===== config.mk =====
export PLATFORM = sky130hd
export DESIGN_NAME = fp_minmax_reduce_flat
export DESIGN_NICKNAME = d
export VERILOG_FILES = /design/src/rtl/fp_minmax_reduce_if.sv /design/src/rtl/fp_minmax_reduce.sv /design/src/flat_wrapper.sv
export SDC_FILE = /design/constraint.sdc
export NUM_CORES = 1
export LEC_CHECK = 0
export CORE_ASPECT_RATIO = 1.1
export CORE_MARGIN = 2
export CORE_UTILIZATION = 59
export DETAILED_ROUTE_END_ITERATION = 8
export PLACE_DENSITY = 0.82
export SLEW_MARGIN = 20
export SYNTH_ARGS = -nofsm -noshare
export SYNTH_HDL_FRONTEND = slang
export SYNTH_SLANG_ARGS = --single-unit
export TNS_END_PERCENT = 100

===== constraint.sdc =====
create_clock -name clk_i -period 7.95 [get_ports clk_i]
set_clock_uncertainty 0.2 [all_clocks]
set_input_delay 0.795 -clock clk_i [delete_from_list [all_inputs] [get_ports clk_i]]
set_output_delay 0.795 -clock clk_i [all_outputs]
set_load 0.05 [all_outputs]

===== src/rtl/fp_minmax_reduce_if.sv =====
// Handshake and result bus of the streaming FP min/max reduction unit.
// The slave modport is the reduction unit's view. The master modport is the requester's view.
interface fp_minmax_reduce_if #(
    parameter int EXP_W   = 8,
    parameter int MAN_W   = 7,
    parameter int MAX_LEN = 32
);
    localparam int W     = 1 + EXP_W + MAN_W;
    localparam int LEN_W = $clog2(MAX_LEN + 1);
    localparam int IDX_W = (MAX_LEN > 1) ? $clog2(MAX_LEN) : 1;

    logic             start_i;
    logic             mode_i;
    logic [LEN_W-1:0] len_i;
    logic             in_valid_i;
    logic             in_ready_o;
    logic [W-1:0]     in_data_i;
    logic             out_valid_o;
    logic             out_ready_i;
    logic [W-1:0]     out_data_o;
    logic [IDX_W-1:0] out_idx_o;
    logic             out_nan_o;
    logic             busy_o;

    modport slave (
        input  start_i, mode_i, len_i, in_valid_i, in_data_i, out_ready_i,
        output in_ready_o, out_valid_o, out_data_o, out_idx_o, out_nan_o, busy_o
    );

    modport master (
        output start_i, mode_i, len_i, in_valid_i, in_data_i, out_ready_i,
        input  in_ready_o, out_valid_o, out_data_o, out_idx_o, out_nan_o, busy_o
    );
endinterface


===== src/rtl/fp_minmax_reduce.sv =====
// Streaming min/max reduction over up to MAX_LEN sign-magnitude floats.
// NaNs are skipped. Zeros follow a strict total order in which -0 < +0.
// On a tie, the element with the earlier index is kept.
module fp_minmax_reduce #(
    parameter int EXP_W   = 8,
    parameter int MAN_W   = 7,
    parameter int MAX_LEN = 32
) (
    input logic               clk_i,
    input logic               rst_i,
    fp_minmax_reduce_if.slave bus
);
    localparam int W     = 1 + EXP_W + MAN_W;
    localparam int LEN_W = $clog2(MAX_LEN + 1);
    localparam int IDX_W = (MAX_LEN > 1) ? $clog2(MAX_LEN) : 1;

    // Quiet NaN: sign 0, exponent all ones, only the mantissa MSB set.
    localparam logic [W-1:0]     QNAN    = W'({(EXP_W + 1){1'b1}}) << (MAN_W - 1);
    localparam logic [LEN_W-1:0] LEN_MAX = LEN_W'(MAX_LEN);

    typedef enum logic [1:0] {IDLE, ACCUM, DONE} state_t;

    state_t           state_q, state_d;
    logic             mode_q;
    logic [LEN_W-1:0] len_q, cnt_q;
    logic [W-1:0]     acc_data_q, nxt_data;
    logic [IDX_W-1:0] acc_idx_q, nxt_idx;
    logic             acc_nan_q, nxt_nan;
    logic [W-1:0]     out_data_q;
    logic [IDX_W-1:0] out_idx_q;
    logic             out_nan_q;
    logic             start_go, beat, last, load_zero;
    logic [LEN_W-1:0] len_cap;

    function automatic logic is_nan(input logic [W-1:0] v);
        return (&v[W-2:MAN_W]) && (|v[MAN_W-1:0]);
    endfunction

    // Strict a < b for non-NaN sign-magnitude values.
    function automatic logic less(input logic [W-1:0] a, input logic [W-1:0] b);
        if (a[W-1] != b[W-1]) return a[W-1];
        if (!a[W-1])          return a[W-2:0] < b[W-2:0];
        return a[W-2:0] > b[W-2:0];
    endfunction

    // Decode the handshakes and fold the incoming element into the running result.
    always_comb begin
        start_go  = (state_q == IDLE) && bus.start_i;
        len_cap   = (bus.len_i > LEN_MAX) ? LEN_MAX : bus.len_i;
        load_zero = start_go && (len_cap == '0);
        beat      = (state_q == ACCUM) && bus.in_valid_i;
        last      = beat && (cnt_q == len_q - LEN_W'(1));
        nxt_data  = acc_data_q;
        nxt_idx   = acc_idx_q;
        nxt_nan   = acc_nan_q;
        if (!is_nan(bus.in_data_i)) begin
            if (acc_nan_q || (mode_q ? less(acc_data_q, bus.in_data_i)
                                     : less(bus.in_data_i, acc_data_q))) begin
                nxt_data = bus.in_data_i;
                nxt_idx  = cnt_q[IDX_W-1:0];
                nxt_nan  = 1'b0;
            end
        end
    end

    // Next-state logic for the FSM.
    always_comb begin
        state_d = state_q;
        case (state_q)
            IDLE:    if (start_go) state_d = (len_cap == '0) ? DONE : ACCUM;
            ACCUM:   if (last) state_d = DONE;
            DONE:    if (bus.out_ready_i) state_d = IDLE;
            default: state_d = IDLE;
        endcase
    end

    // Hold the state, the accumulator and the registered result.
    always_ff @(posedge clk_i) begin
        if (rst_i) begin
            state_q    <= IDLE;
            mode_q     <= 1'b0;
            len_q      <= '0;
            cnt_q      <= '0;
            acc_data_q <= '0;
            acc_idx_q  <= '0;
            acc_nan_q  <= 1'b0;
            out_data_q <= '0;
            out_idx_q  <= '0;
            out_nan_q  <= 1'b0;
        end else begin
            state_q <= state_d;
            if (start_go) begin
                mode_q    <= bus.mode_i;
                len_q     <= len_cap;
                cnt_q     <= '0;
                acc_nan_q <= 1'b1;
            end
            if (beat) begin
                cnt_q      <= cnt_q + LEN_W'(1);
                acc_data_q <= nxt_data;
                acc_idx_q  <= nxt_idx;
                acc_nan_q  <= nxt_nan;
            end
            // Capture the result on the way into DONE. Updates from the final beat are included.
            if (load_zero || (last && nxt_nan)) begin
                out_data_q <= QNAN;
                out_idx_q  <= '0;
                out_nan_q  <= 1'b1;
            end else if (last) begin
                out_data_q <= nxt_data;
                out_idx_q  <= nxt_idx;
                out_nan_q  <= 1'b0;
            end
        end
    end

    assign bus.in_ready_o  = (state_q == ACCUM);
    assign bus.out_valid_o = (state_q == DONE);
    assign bus.busy_o      = (state_q != IDLE);
    assign bus.out_data_o  = out_data_q;
    assign bus.out_idx_o   = out_idx_q;
    assign bus.out_nan_o   = out_nan_q;
endmodule


===== src/flat_wrapper.sv =====
// flat-port wrapper written by rule: the top's interface ports become plain ports
module fp_minmax_reduce_flat 
#(
    parameter int EXP_W   = 8,
    parameter int MAN_W   = 7,
    parameter int MAX_LEN = 32
)
  (clk_i, rst_i, bus_start_i, bus_mode_i, bus_len_i, bus_in_valid_i, bus_in_data_i, bus_out_ready_i, bus_in_ready_o, bus_out_valid_o, bus_out_data_o, bus_out_idx_o, bus_out_nan_o, bus_busy_o);
  fp_minmax_reduce_if #(.EXP_W(EXP_W), .MAN_W(MAN_W), .MAX_LEN(MAX_LEN)) bus_i ();
  input logic clk_i;
  input logic rst_i;
  input wire logic [$bits(bus_i.start_i)-1:0] bus_start_i;
  input wire logic [$bits(bus_i.mode_i)-1:0] bus_mode_i;
  input wire logic [$bits(bus_i.len_i)-1:0] bus_len_i;
  input wire logic [$bits(bus_i.in_valid_i)-1:0] bus_in_valid_i;
  input wire logic [$bits(bus_i.in_data_i)-1:0] bus_in_data_i;
  input wire logic [$bits(bus_i.out_ready_i)-1:0] bus_out_ready_i;
  output wire logic [$bits(bus_i.in_ready_o)-1:0] bus_in_ready_o;
  output wire logic [$bits(bus_i.out_valid_o)-1:0] bus_out_valid_o;
  output wire logic [$bits(bus_i.out_data_o)-1:0] bus_out_data_o;
  output wire logic [$bits(bus_i.out_idx_o)-1:0] bus_out_idx_o;
  output wire logic [$bits(bus_i.out_nan_o)-1:0] bus_out_nan_o;
  output wire logic [$bits(bus_i.busy_o)-1:0] bus_busy_o;
  assign bus_i.start_i = bus_start_i;
  assign bus_i.mode_i = bus_mode_i;
  assign bus_i.len_i = bus_len_i;
  assign bus_i.in_valid_i = bus_in_valid_i;
  assign bus_i.in_data_i = bus_in_data_i;
  assign bus_i.out_ready_i = bus_out_ready_i;
  assign bus_in_ready_o = bus_i.in_ready_o;
  assign bus_out_valid_o = bus_i.out_valid_o;
  assign bus_out_data_o = bus_i.out_data_o;
  assign bus_out_idx_o = bus_i.out_idx_o;
  assign bus_out_nan_o = bus_i.out_nan_o;
  assign bus_busy_o = bus_i.busy_o;
  fp_minmax_reduce #(.EXP_W(EXP_W), .MAN_W(MAN_W), .MAX_LEN(MAX_LEN)) u_core (.clk_i(clk_i), .rst_i(rst_i), .bus(bus_i));
endmodule

Word-level counts from Yosys, hierarchy flattened
Cells that the tools add are included.
Widths: inputs -> output; s select.
{"block": "totals", "register_bits": 59, "latchBits": 0, "ram_bits": 0, "mem_bits_ro": 0, "inputBits": 28, "out_inout_bits": 25, "wordCells": 84, "memories": 0}
{"block": "classes", "addsub": 2, "n_mul": 0, "n_div": 0, "magnitude_cmp": 5, "n_eq_ne": 8, "shifts": 0, "mux": 41, "bitwise_logic": 0, "n_reduce_logical": 17}
{"operator": "$mux 16", "count": 2}
{"operator": "$gt 15x15->1", "count": 2}
{"operator": "$lt 15x15->1", "count": 2}
{"operator": "$mux 15", "count": 2}
{"operator": "$mux 1", "count": 27}
{"operator": "$mux 6", "count": 3}
{"operator": "$mux 5", "count": 2}
{"operator": "$mux 2", "count": 4}
{"operator": "$reduce_and 8->1", "count": 1}
{"operator": "$reduce_or 7->1", "count": 1}
{"operator": "$add 6x1->6 const B", "count": 1}
{"operator": "$eq 6x6->1", "count": 1}
{"operator": "$gt 6x6->1 const B", "count": 1}
{"operator": "$logic_and 1x1->1", "count": 6}
{"operator": "$logic_not 6->1", "count": 1}
{"operator": "$pmux 2 s3", "count": 1}
{"operator": "$reduce_bool 2->1", "count": 3}
{"operator": "$sub 6x1->6 const B", "count": 1}
{"operator": "$ne 2x1->1 const B", "count": 2}
{"operator": "$reduce_and 3->1", "count": 1}
{"operator": "$eq 2x1->1 const B", "count": 1}
{"operator": "$eq 2x2->1 const B", "count": 1}
{"operator": "$logic_not 2->1", "count": 1}
{"operator": "$logic_or 1x1->1", "count": 2}
{"operator": "other kinds (3)", "count": 4}

Depth between registers and ports, before layout
Gate-level depths: netlist of the first run.
{"block": "depth", "depth_word": 15, "depth_mapped": 11, "depth_no_buf": 9}

Least setup slack after synthesis of the first run
OpenSTA, ideal clock, no wires.
{"block": "synth_path", "kind": "input to register", "start": "in bus_in_data_i[14]", "end": "reg u_core.out_data_q[11], in the netlist u_core.bus.out_data_o[11]", "setup_time_ns": 0.122, "arrival_ns": 2.723, "t_required_ns": 7.628, "setup_slack_ns": 4.905, "path_stages": 11, "path_buffers": 2, "cell_sequence": "inv_1 > ha_1 > and4_1 > nand2_1 > o21bai_1 > a21o_1 > clkbuf_1 > clkbuf_1 > a32oi_1 > o22ai_1 > a221o_1"}
{"block": "synth_via", "elab_chain_cells": 12, "elab_cells_between_ends": 25, "classes_between": "order compare: 4; mux: 15; reduce/logical: 6"}
{"item": "start, declared", "line_no": "flat_wrapper.sv:16", "source": "input wire logic [$bits(bus_i.in_data_i)-1:0] bus_in_data_i;"}
{"item": "$lt 15x15->1", "line_no": "fp_minmax_reduce.sv:42", "source": "if (!a[W-1]) return a[W-2:0] < b[W-2:0];"}
{"item": "$mux 1", "line_no": "fp_minmax_reduce.sv:42"}
{"item": "$mux 1", "line_no": "fp_minmax_reduce.sv:43", "source": "return a[W-2:0] > b[W-2:0];"}
{"item": "$mux 1", "line_no": "fp_minmax_reduce.sv:42"}
{"item": "$mux 1", "line_no": "fp_minmax_reduce.sv:56", "source": "if (!is_nan(bus.in_data_i)) begin"}
{"item": "$mux 1", "line_no": "fp_minmax_reduce.sv:57", "source": "if (acc_nan_q || (mode_q ? less(acc_data_q, bus.in_data_i)"}
{"item": "$logic_or 1x1->1", "line_no": "fp_minmax_reduce.sv:57"}
{"item": "$mux 1", "line_no": "fp_minmax_reduce.sv:57"}
{"item": "$mux 1", "line_no": "fp_minmax_reduce.sv:56"}
{"item": "$logic_and 1x1->1", "line_no": "fp_minmax_reduce.sv:105", "source": "if (load_zero || (last && nxt_nan)) begin"}
{"item": "$logic_or 1x1->1", "line_no": "fp_minmax_reduce.sv:105"}
{"item": "$mux 15 or $reduce_bool 2->1 (tied branches)"}
{"item": "end signal, assigned", "line_no": "fp_minmax_reduce.sv:110", "source": "out_data_q <= nxt_data;"}
{"item": "end, declared", "line_no": "fp_minmax_reduce.sv:29", "source": "logic [W-1:0] out_data_q;"}
Several ways; a longest one is shown, not always the timed one. The select of a mux whose other input is x is not followed.
A chain may end at the register's enable or synchronous reset.

Worst setup path after layout of the first run
{"block": "layout_path", "start": "in bus_in_data_i[8]", "end": "reg u_core.acc_data_q[4]"}
{"block": "layout_via", "elab_chain_cells": 9, "elab_cells_between_ends": 18, "classes_between": "order compare: 4; mux: 11; reduce/logical: 3"}
{"item": "$lt 15x15->1", "line_no": "fp_minmax_reduce.sv:42"}
{"item": "$mux 1", "line_no": "fp_minmax_reduce.sv:42"}
{"item": "$mux 1", "line_no": "fp_minmax_reduce.sv:43"}
{"item": "$mux 1", "line_no": "fp_minmax_reduce.sv:42"}
{"item": "$mux 1", "line_no": "fp_minmax_reduce.sv:56"}
{"item": "$mux 1", "line_no": "fp_minmax_reduce.sv:57"}
{"item": "$logic_or 1x1->1", "line_no": "fp_minmax_reduce.sv:57"}
{"item": "$mux 16", "line_no": "fp_minmax_reduce.sv:57"}
{"item": "$mux 16 *", "line_no": "fp_minmax_reduce.sv:56"}
{"item": "end signal, assigned", "line_no": "fp_minmax_reduce.sv:100", "source": "acc_data_q <= nxt_data;"}
{"item": "end, declared", "line_no": "fp_minmax_reduce.sv:26", "source": "logic [W-1:0] acc_data_q, nxt_data;"}
Mark *: on every way between the ends. The rest lies on a longest branch, timed or not. The select of a mux whose other input is x is not followed.

==> results_dict.tcl, run 1 <==
set metrics [dict create \
    status "finished, final reports clean" \
    ant_nets 0 \
    utilization_pct 72.94 \
    grt_overflow_total 0 \
    synthDominantCellAreaShare_pct 31.87 \
    post-route-period-util_pct 49.86 \
    cts_tree "built" \
    area.growth.synth_to_final_pct 20.43 \
    hp-class "reg -> reg" \
    start_kind "input port" \
    hold_violations 0 \
    drt_first_pass_iters 5 \
    endpoint_kind "flop" \
    drt_iter0_drc 291 \
    setup_slack_ns 3.986 \
    fmax_mhz 252.3 \
    io_pins 53 \
    final_nets 531 \
    drt-wirelength-per-cell_um 17.93 \
    insertion_delay_ns 0.34 \
    die_area_um2 6932 \
    antenna_found_initial 0 \
    drc 0 \
    postCtsSetupRepairBufs 0 \
    cts_resized 0 \
    fin_cells 571 \
    setup_viol 0 \
    synthArstFlopShare_pct 0 \
    clockRootBuffer "clkbuf_8" \
    yosysUniqueCellTypes 62 \
    dp_hpwl_mm 6.627 \
    portBuffers 52 \
    power.density_nw_per_um2 170.2 \
    h-tree-depth 3 \
    grt_setup_unrepaired "false" \
    synth_top_cell_by_area "dfxtp_1" \
    ff2ff_setup_slack_ns 4.36 \
    track_usage_pct 31.06 \
    yosysWarnings 0 \
    die_h_um 87.13 \
    syn_inst 451 \
    wl_mm 10.24 \
    viasPerCell 6.412 \
    drive_gt1_share_pct 9.776 \
    ys_seq_area_share_pct 31.87 \
    synth.cell_area_um2 3706 \
    synth_edf_count 0 \
    first_global_vias 3481 \
    dp_worst_setup_slack_ns 3.739 \
    crit_fanout 21 \
    fin_setup_tns_ns 0 \
    placed_cells 555 \
    synth_common_cells "dfxtp_1 (59), nand2_1 (54), nor2_1 (46), a21oi_1 (36), inv_1 (31)" \
    cap_violations 0 \
    max_slew_margin_pct 36.69 \
    path_class "in -> reg" \
    arrival_ns 4.03 \
    yosys_most_used_dff "dfxtp_1" \
    grt_pass1_wl_mm 16.88 \
    clock_path_buffers 2 \
    clock-sinks 59 \
    syn-num-nets 496 \
    num_vias 3661 \
    synth_most_common_cell "dfxtp_1" \
    avgSynthCellArea_um2 8.217 \
    clk_pin_slew_ns 0.07 \
    power_uw 759.7 \
    p_leak_nw 1.686 \
    netlist_top_cells_area "dfxtp_1 (32%), mux2i_1 (6.2%), ha_1 (5.7%)" \
    coreArea_um2 6118 \
    row_count 30 \
    cts_buffers 9 \
    peakVddDrop_uv 121.6 \
    fin_crit_ns 3.964 \
    n_antenna_cell 0 \
    hold_buffers 0 \
    start_util_pct 60.57 \
    worstMarginPinSlew_ns 0.9455 \
    gp_congestion 0.8882 \
    die_x_um 79.57 \
    grt_max_degree 45 \
    required_ns 8.01 \
    synth-seq-cells 59 \
    slew_viol_final 0 \
]
sequential cells by signal, summed over array words and instances (netlist names), 2 cells and up:
register	flops
u_core.bus.out_data_o	16
u_core.acc_data_q	16
u_core.len_q	6
u_core.bus.out_idx_o	5
u_core.state_q	2
u_core.cnt_q	6
u_core.acc_idx_q	5
critical path, cell delays in order:
cell	delay (ns)
clkdlybuf4s50_1	0.57
inv_1	0.09
ha_1	0.31
and4_1	0.21
nand2_1	0.08
o21bai_1	0.21
a21oi_1	0.24
o22a_1	0.42
o211a_2	0.80
mux2i_1	0.28
routing by layer:
| layer | routed length [um] | vias to the layer above | GRT usage, % |
|---|---|---|---|
| li1 | - | 1718 | - |
| met1 | 4422 | 1773 | 40.31 |
| met2 | 4979 | 155 | 51.11 |
| met3 | 706 | 15 | 6.535 |
| met4 | 132 | 0 | 10.82 |
| met5 | 0 | - | 0 |
power breakdown:
part           total, mW  internal (mW)  switching [mW]
logic             0.0930         0.0382          0.0548
clock network      0.355          0.233           0.121
registers          0.312          0.302         0.00981
cells by family (layout without fill, tap and decap cells):
kind of cell	count (synthesis)	count (layout)	synth area share, %
simple gates	164	164	22.89
fa+ha+maj	17	17	5.739
flops	59	59	31.87
mux	23	23	6.212
xor+xnor	6	6	1.418
buf+inv	64	104	7.394
compound gates	118	118	24.48
layout make-up:
class | instances | area, um2
Tap cell | 80 | 100.1
Fill cell | 481 | 1655
Inverter | 32 | 120.1
Sequential cell | 59 | 1181
Timing Repair Buffer | 56 | 550.5
Clock inverter | 4 | 95.09
Multi-Input combinational cell | 328 | 2251
Clock buffer | 12 | 165.2
path summary, 6_finish.rpt:
| kind | to | cells past startpoint | start |
|---|---|---|---|
| max reg2reg | u_core.bus.out_idx_o[4]$_SDFFE_PP0P_ | 8 | u_core.len_q[0]$_SDFFE_PP0P_ |
| max | u_core.acc_data_q[4]$_SDFFE_PP0P_ | 10 | bus_in_data_i[8] |
| min reg2reg | u_core.acc_idx_q[1]$_SDFFE_PP0P_ | 2 | u_core.acc_idx_q[1]$_SDFFE_PP0P_ |
| min | u_core.acc_idx_q[1]$_SDFFE_PP0P_ | 2 | u_core.acc_idx_q[1]$_SDFFE_PP0P_ |
cell usage in the layout (no fill, tap or decap), types with 6 or more instances in the layout:
master,instances
a211oi_1,9
mux2i_1,23
clkdlybuf4s50_1,52
nand2_1,54
a32oi_1,8
o22ai_1,8
a21oi_1,36
nor3_1,11
a221o_1,8
nor4_1,6
clkbuf_8,12
ha_1,17
a311oi_1,10
nor2_1,46
dfxtp_1,59
a2111oi_2,6
inv_1,31
stage by stage:
step                hold slack (ns)  area, um2
floorplan                    0.2472       3706
global placement             0.2617       4203
detailed placement           0.2722       4203
CTS                          0.2820       4463
global route                 0.3076       4463
finish                       0.2875       4463
Power figures use the tool's default switching activity.
==> inputs of run 2 (changes only) <==
--- a/config.mk
+++ b/config.mk
@@ -7,9 +7,9 @@
 export LEC_CHECK = 0
 export CORE_ASPECT_RATIO = 1.1
 export CORE_MARGIN = 2
-export CORE_UTILIZATION = 59
+export CORE_UTILIZATION = 50
 export DETAILED_ROUTE_END_ITERATION = 8
-export PLACE_DENSITY = 0.82
+export PLACE_DENSITY = 0.74
 export SLEW_MARGIN = 20
 export SYNTH_ARGS = -nofsm -noshare
 export SYNTH_HDL_FRONTEND = slang
==> constraint.sdc (replaced) <==
create_clock -name clk_i -period 3.4 [get_ports clk_i]
set_clock_uncertainty 0.2 [all_clocks]
set_input_delay 0.34 -clock clk_i [delete_from_list [all_inputs] [get_ports clk_i]]
set_output_delay 0.34 -clock clk_i [all_outputs]
set_load 0.05 [all_outputs]
==> run 2 against run 1 <==
  * Combinational power increased by 150%
  * Non-clock buffer count is 19 higher
  * Worst hold slack worse by 0.0060 ns
  * Final area increased by 1.6%
  * Setup slack worse by 3.6 ns
  * Die area grew 17%
  * Wire length shrank 1.6%
  * Clock power grew 75%
  * Critical path depth is the same
  * Sequential cell count unchanged
  * Sequential power increased by 130%
  * Largest power group is now registers
==> results_dict.tcl, run 2 (same netlist as run 1, synthesis figures left out) <==
set metrics [dict create \
    track_usage_pct 26.43 \
    grt_setup_unrepaired "false" \
    power.density_nw_per_um2 348.5 \
    final_common_cell "dfxtp_1" \
    start_kind "input port" \
    area.growth.synth_to_final_pct 22.35 \
    clock_path_buffers 2 \
    cap_violations 0 \
    max_slew_margin_pct 53.87 \
    power_mw 1.580 \
    fmax_mhz 331.3 \
    die_area_um2 8117 \
    io_pins 53 \
    slew_viol_final 0 \
    dp_hpwl_mm 7.246 \
    die_h_um 94.30 \
    clock-sinks 59 \
    grt_overflow_total 0 \
    cts_tree "built" \
    h-tree-depth 3 \
    first_global_vias 3561 \
    viasPerCell 6.125 \
    fin_cells 594 \
    antenna_found_initial 0 \
    die_x_um 86.09 \
    drc 0 \
    insertion_delay_ns 0.34 \
    portBuffers 52 \
    multi_input_area_um2 2251 \
    final_nets 550 \
    worstMarginPinSlew_ns 0.6882 \
    clockRootBuffer "clkbuf_8" \
    path_class "in -> reg" \
    fin_crit_ns 3.018 \
    gp_congestion 0.9012 \
    hold-worst-slack_ns 0.2815 \
    final-seq-area_um2 1181 \
    coreArea_um2 7087 \
    ant_nets 0 \
    drive_gt1_share_pct 12.77 \
    arrival_ns 3.01 \
    hp-class "reg -> reg" \
    post-route-period-util_pct 88.77 \
    num_vias 3638 \
    grt_pass1_wl_mm 16.96 \
    postCtsSetupRepairBufs 0 \
    start_util_pct 52.30 \
    wl_mm 10.08 \
    row_count 32 \
    cts_resized 0 \
    drt_iter0_drc 240 \
    p_leak_nw 1.734 \
    setup_slack_ns 0.3817 \
    endpoint_kind "flop" \
    fillers 619 \
    peakVddDrop_uv 236.7 \
    n_antenna_cell 0 \
    drt_first_pass_iters 5 \
    fin_setup_tns_ns 0 \
    status "finished, final reports clean" \
    dp_worst_setup_slack_ns 0.06327 \
    layout_common_cells "dfxtp_1 (59), nand2_1 (54), clkdlybuf4s50_1 (52), nor2_1 (46), a21oi_1 (36)" \
    dpl-instance-area_um2 4352 \
    drt-wirelength-per-cell_um 16.97 \
    final_area_um2 4534 \
    setup_viol 0 \
    required_ns 3.40 \
    hold_buffers 0 \
    clk_pin_slew_ns 0.07 \
    placed_cells 579 \
    utilization_pct 63.98 \
    cts_buffers 9 \
    crit_fanout 6 \
    grt_max_degree 44 \
    hold_violations 0 \
]
## run 2: per-layer routing
metal  vias up  share of wire (%)  global-route usage, %
met5         -                  0                      0
met4         0                1.8                  10.85
met3        17                5.8                  5.009
met2       145                 49                  44.25
met1      1724                 44                  33.08
li1       1752                  -                      -
## run 2: power breakdown
group | internal, mW | switching, mW
Sequential | 0.706 | 0.0227
Clock | 0.332 | 0.288
Combinational | 0.101 | 0.130
Total | 1.14 | 0.441
## run 2: cell type report
cell class / count / share of cell area, %
inverter: 32 / 2.649
clock inverter: 5 / 1.214
clock buffer: 10 / 2.815
tap: 85 / 2.345
multi-input combinational: 328 / 49.64
sequential: 59 / 26.05
timing repair buffer: 75 / 15.29
## run 2: critical path, cell delays in order
cell             delay [ns]
clkdlybuf4s50_1        0.56
inv_1                  0.07
ha_1                   0.30
and4_1                 0.24
nand2_1                0.09
nor3_1                 0.31
a21oi_1                0.11
o22a_1                 0.29
nor3_2                 0.54
a2111oi_2              0.16
## run 2: worst paths after layout
kind,cells after the start,endpoint,start,slack [ns]
worst max register to register,9,u_core.bus.out_data_o[5]$_SDFFE_PP0P_,u_core.len_q[0]$_SDFFE_PP0P_,0.44
worst max-delay path,10,u_core.bus.out_data_o[5]$_SDFFE_PP0P_,bus_in_data_i[12],0.38
worst min register to register,2,u_core.acc_idx_q[0]$_SDFFE_PP0P_,u_core.acc_idx_q[0]$_SDFFE_PP0P_,0.28
worst min-delay path,2,u_core.acc_idx_q[0]$_SDFFE_PP0P_,u_core.acc_idx_q[0]$_SDFFE_PP0P_,0.28
==> inputs of run 3 (changes only) <==
--- a/config.mk
+++ b/config.mk
@@ -5,11 +5,14 @@
 export SDC_FILE = /design/constraint.sdc
 export NUM_CORES = 1
 export LEC_CHECK = 0
+export CELL_PAD_IN_SITES_DETAIL_PLACEMENT = 1
+export CELL_PAD_IN_SITES_GLOBAL_PLACEMENT = 2
 export CORE_ASPECT_RATIO = 1.1
-export CORE_MARGIN = 2
-export CORE_UTILIZATION = 50
+export CORE_MARGIN = 5
+export CORE_UTILIZATION = 29
 export DETAILED_ROUTE_END_ITERATION = 8
-export PLACE_DENSITY = 0.74
+export GPL_ROUTABILITY_DRIVEN = 1
+export PLACE_DENSITY = 0.72
 export SLEW_MARGIN = 20
 export SYNTH_ARGS = -nofsm -noshare
 export SYNTH_HDL_FRONTEND = slang
==> run 3 against run 2 <==
  * Fmax down 1.4%
  * Largest power group is now the clock network
  * Die area up 87%
  * Largest cell class unchanged
  * Via count up 0.80%
  * Register-to-register slack better by 0.03 ns
==> results_dict.tcl, run 3 (same netlist as run 1, synthesis figures left out) <==
set metrics [dict create \
    gp_congestion 0.7500 \
    startpoint "bus_in_data_i[14]" \
    track_usage_pct 17.23 \
    p_leak_nw 1.883 \
    io_pins 53 \
    clk_pin_slew_ns 0.06 \
    viasPerCell 5.353 \
    drc 0 \
    clock_path_buffers 2 \
    reg2reg_depth 9 \
    coreArea_um2 12590 \
    cts_resized 0 \
    num_vias 3667 \
    crit_fanout 21 \
    p_switching_uw 499.6 \
    post-route-period-util_pct 90.06 \
    dp_hpwl_mm 9.141 \
    power_frac_seq_pct 38.6 \
    critPathBufInv 2 \
    setup_viol 0 \
    h-tree-depth 3 \
    grt_setup_unrepaired "false" \
    final_nets 568 \
    dpl-instance-area_um2 4589 \
    required_ns 3.46 \
    portBuffers 52 \
    status "finished, final reports clean" \
    critical-path-slowest-cell "o211a_2" \
    die_area_um2 15140 \
    area.growth.synth_to_final_pct 31.74 \
    endpoint_kind "flop" \
    drt_iter0_drc 124 \
    hold-worst-slack_ns 0.2730 \
    utilization_pct 38.78 \
    hp-class "reg -> reg" \
    worstMarginPinSlew_ns 0.7974 \
    die_x_um 117.8 \
    hold_buffers 0 \
    final_common_cell "dfxtp_1" \
    antenna_found_initial 0 \
    hp-start "u_core.len_q[5]$_SDFFE_PP0P_" \
    p_comb_share_pct 13.5 \
    power.density_nw_per_um2 387.8 \
    wl_mm 12.73 \
    max_slew_margin_pct 46.84 \
    grt_max_degree 44 \
    path_cells "clkdlybuf4s50_1 > inv_1 > ha_1 > and4_1 > nand2_1 > o21bai_1 > a21oi_1 > o22a_1 > o211a_2 > mux2i_1" \
    insertion_delay_ns 0.34 \
    peakVddDrop_uv 235.8 \
    cp_top_family "compound AO/OA/AOI/OAI gates" \
    drt-wirelength-per-cell_um 18.59 \
    cts_buffers 9 \
    row_count 43 \
    path_class "in -> reg" \
    drive_gt1_share_pct 15.72 \
    start_kind "input port" \
    postCtsSetupRepairBufs 0 \
    arrival_ns 3.12 \
    start_util_pct 29.44 \
    fillers 1507 \
    cp_slowest_stage_delay_ns 0.70 \
    r2r_start "u_core.len_q[0]$_SDFFE_PP0P_" \
    grt_pass1_wl_mm 20.85 \
    drt_first_pass_iters 4 \
    min_path_cells 2 \
    cap_violations 0 \
    slew_viol_final 0 \
    internal_power_mw 1.394 \
    hold_violations 0 \
    fin_crit_ns 3.062 \
    fmax_mhz 326.6 \
    final_area_um2 4882 \
    n_antenna_cell 0 \
    grt_overflow_total 0 \
    clock-sinks 59 \
    power_switching_share_pct 26.39 \
    clock_power_share_pct 47.9 \
    ant_nets 0 \
    cts_tree "built" \
    first_global_vias 3935 \
    layout_common_cells "dfxtp_1 (59), nand2_1 (54), clkdlybuf4s50_1 (52), nor2_1 (46), buf_4 (40)" \
    die_h_um 128.6 \
    cp.depth 10 \
    clockRootBuffer "clkbuf_16" \
]
## run 3: changes by cell type in the layout (fill, tap and decap cells not counted)
cell	previous run	this run
bufinv_16	1	0
clkinvlp_4	2	0
clkbuf_16	0	9
buf_4	23	40
clkbuf_1	1	2
buf_12	0	1
clkinv_2	2	1
clkbuf_8	9	4
## run 3: area by class of cell
class | instances | area (um2) | share of cell area [%]
Clock inverter | 1 | 5.005 | 0.1025
Tap cell | 157 | 196.4 | 4.024
Clock buffer | 15 | 287.8 | 5.894
Multi-Input combinational cell | 328 | 2251 | 46.10
Inverter | 32 | 120.1 | 2.460
Timing Repair Buffer | 93 | 840.8 | 17.22
Sequential cell | 59 | 1181 | 24.19
## run 3: path summary, 6_finish.rpt
| check | to | slack (ns) |
|---|---|---|
| worst max-delay path | u_core.acc_idx_q[4]$_SDFFE_PP0P_ | 0.34 |
| worst min register to register | u_core.len_q[5]$_SDFFE_PP0P_ | 0.27 |
| worst min-delay path | u_core.len_q[5]$_SDFFE_PP0P_ | 0.27 |
| worst max register to register | u_core.bus.out_data_o[3]$_SDFFE_PP0P_ | 0.47 |
## run 3: metrics by stage
stage / worst slack [ns] / power, mW / cells / setup TNS (ns)
finish: 0.3378 / 1.893 / 685 / 0
global route: 0.1408 / 1.968 / 685 / 0
CTS: 0.3245 / 1.913 / 685 / 0
detailed placement: -0.007044 / 1.002 / 669 / -0.007044
global placement: 0.07748 / 0.9952 / 669 / 0
floorplan: 0.4793 / 0.8767 / 451 / 0
## run 3: power groups by stage
stage               registers, mW  clock network (mW)  logic [mW]
floorplan                   0.735                   0       0.142
global placement            0.745                   0       0.250
detailed placement          0.746                   0       0.256
CTS                         0.731               0.925       0.257
global route                0.734               0.954       0.281
finish                      0.731               0.907       0.255
## run 3: per-layer routing
layer | up-vias | part of all wire, % | wire length (um) | GRT usage [%]
met2 | 64 | 49 | 6208 | 30.13
met5 | - | 0 | 0 | 0
li1 | 1787 | - | - | -
met1 | 1804 | 46 | 5800 | 21.19
met4 | 0 | 1.2 | 150 | 5.196
met3 | 12 | 4.5 | 572 | 4.000
## run 3: tightest hold or removal path, cell delays in order, from the launching register on
cell	delay, ns
dfxtp_1	0.32
nand2_1	0.05
a21oi_1	0.05
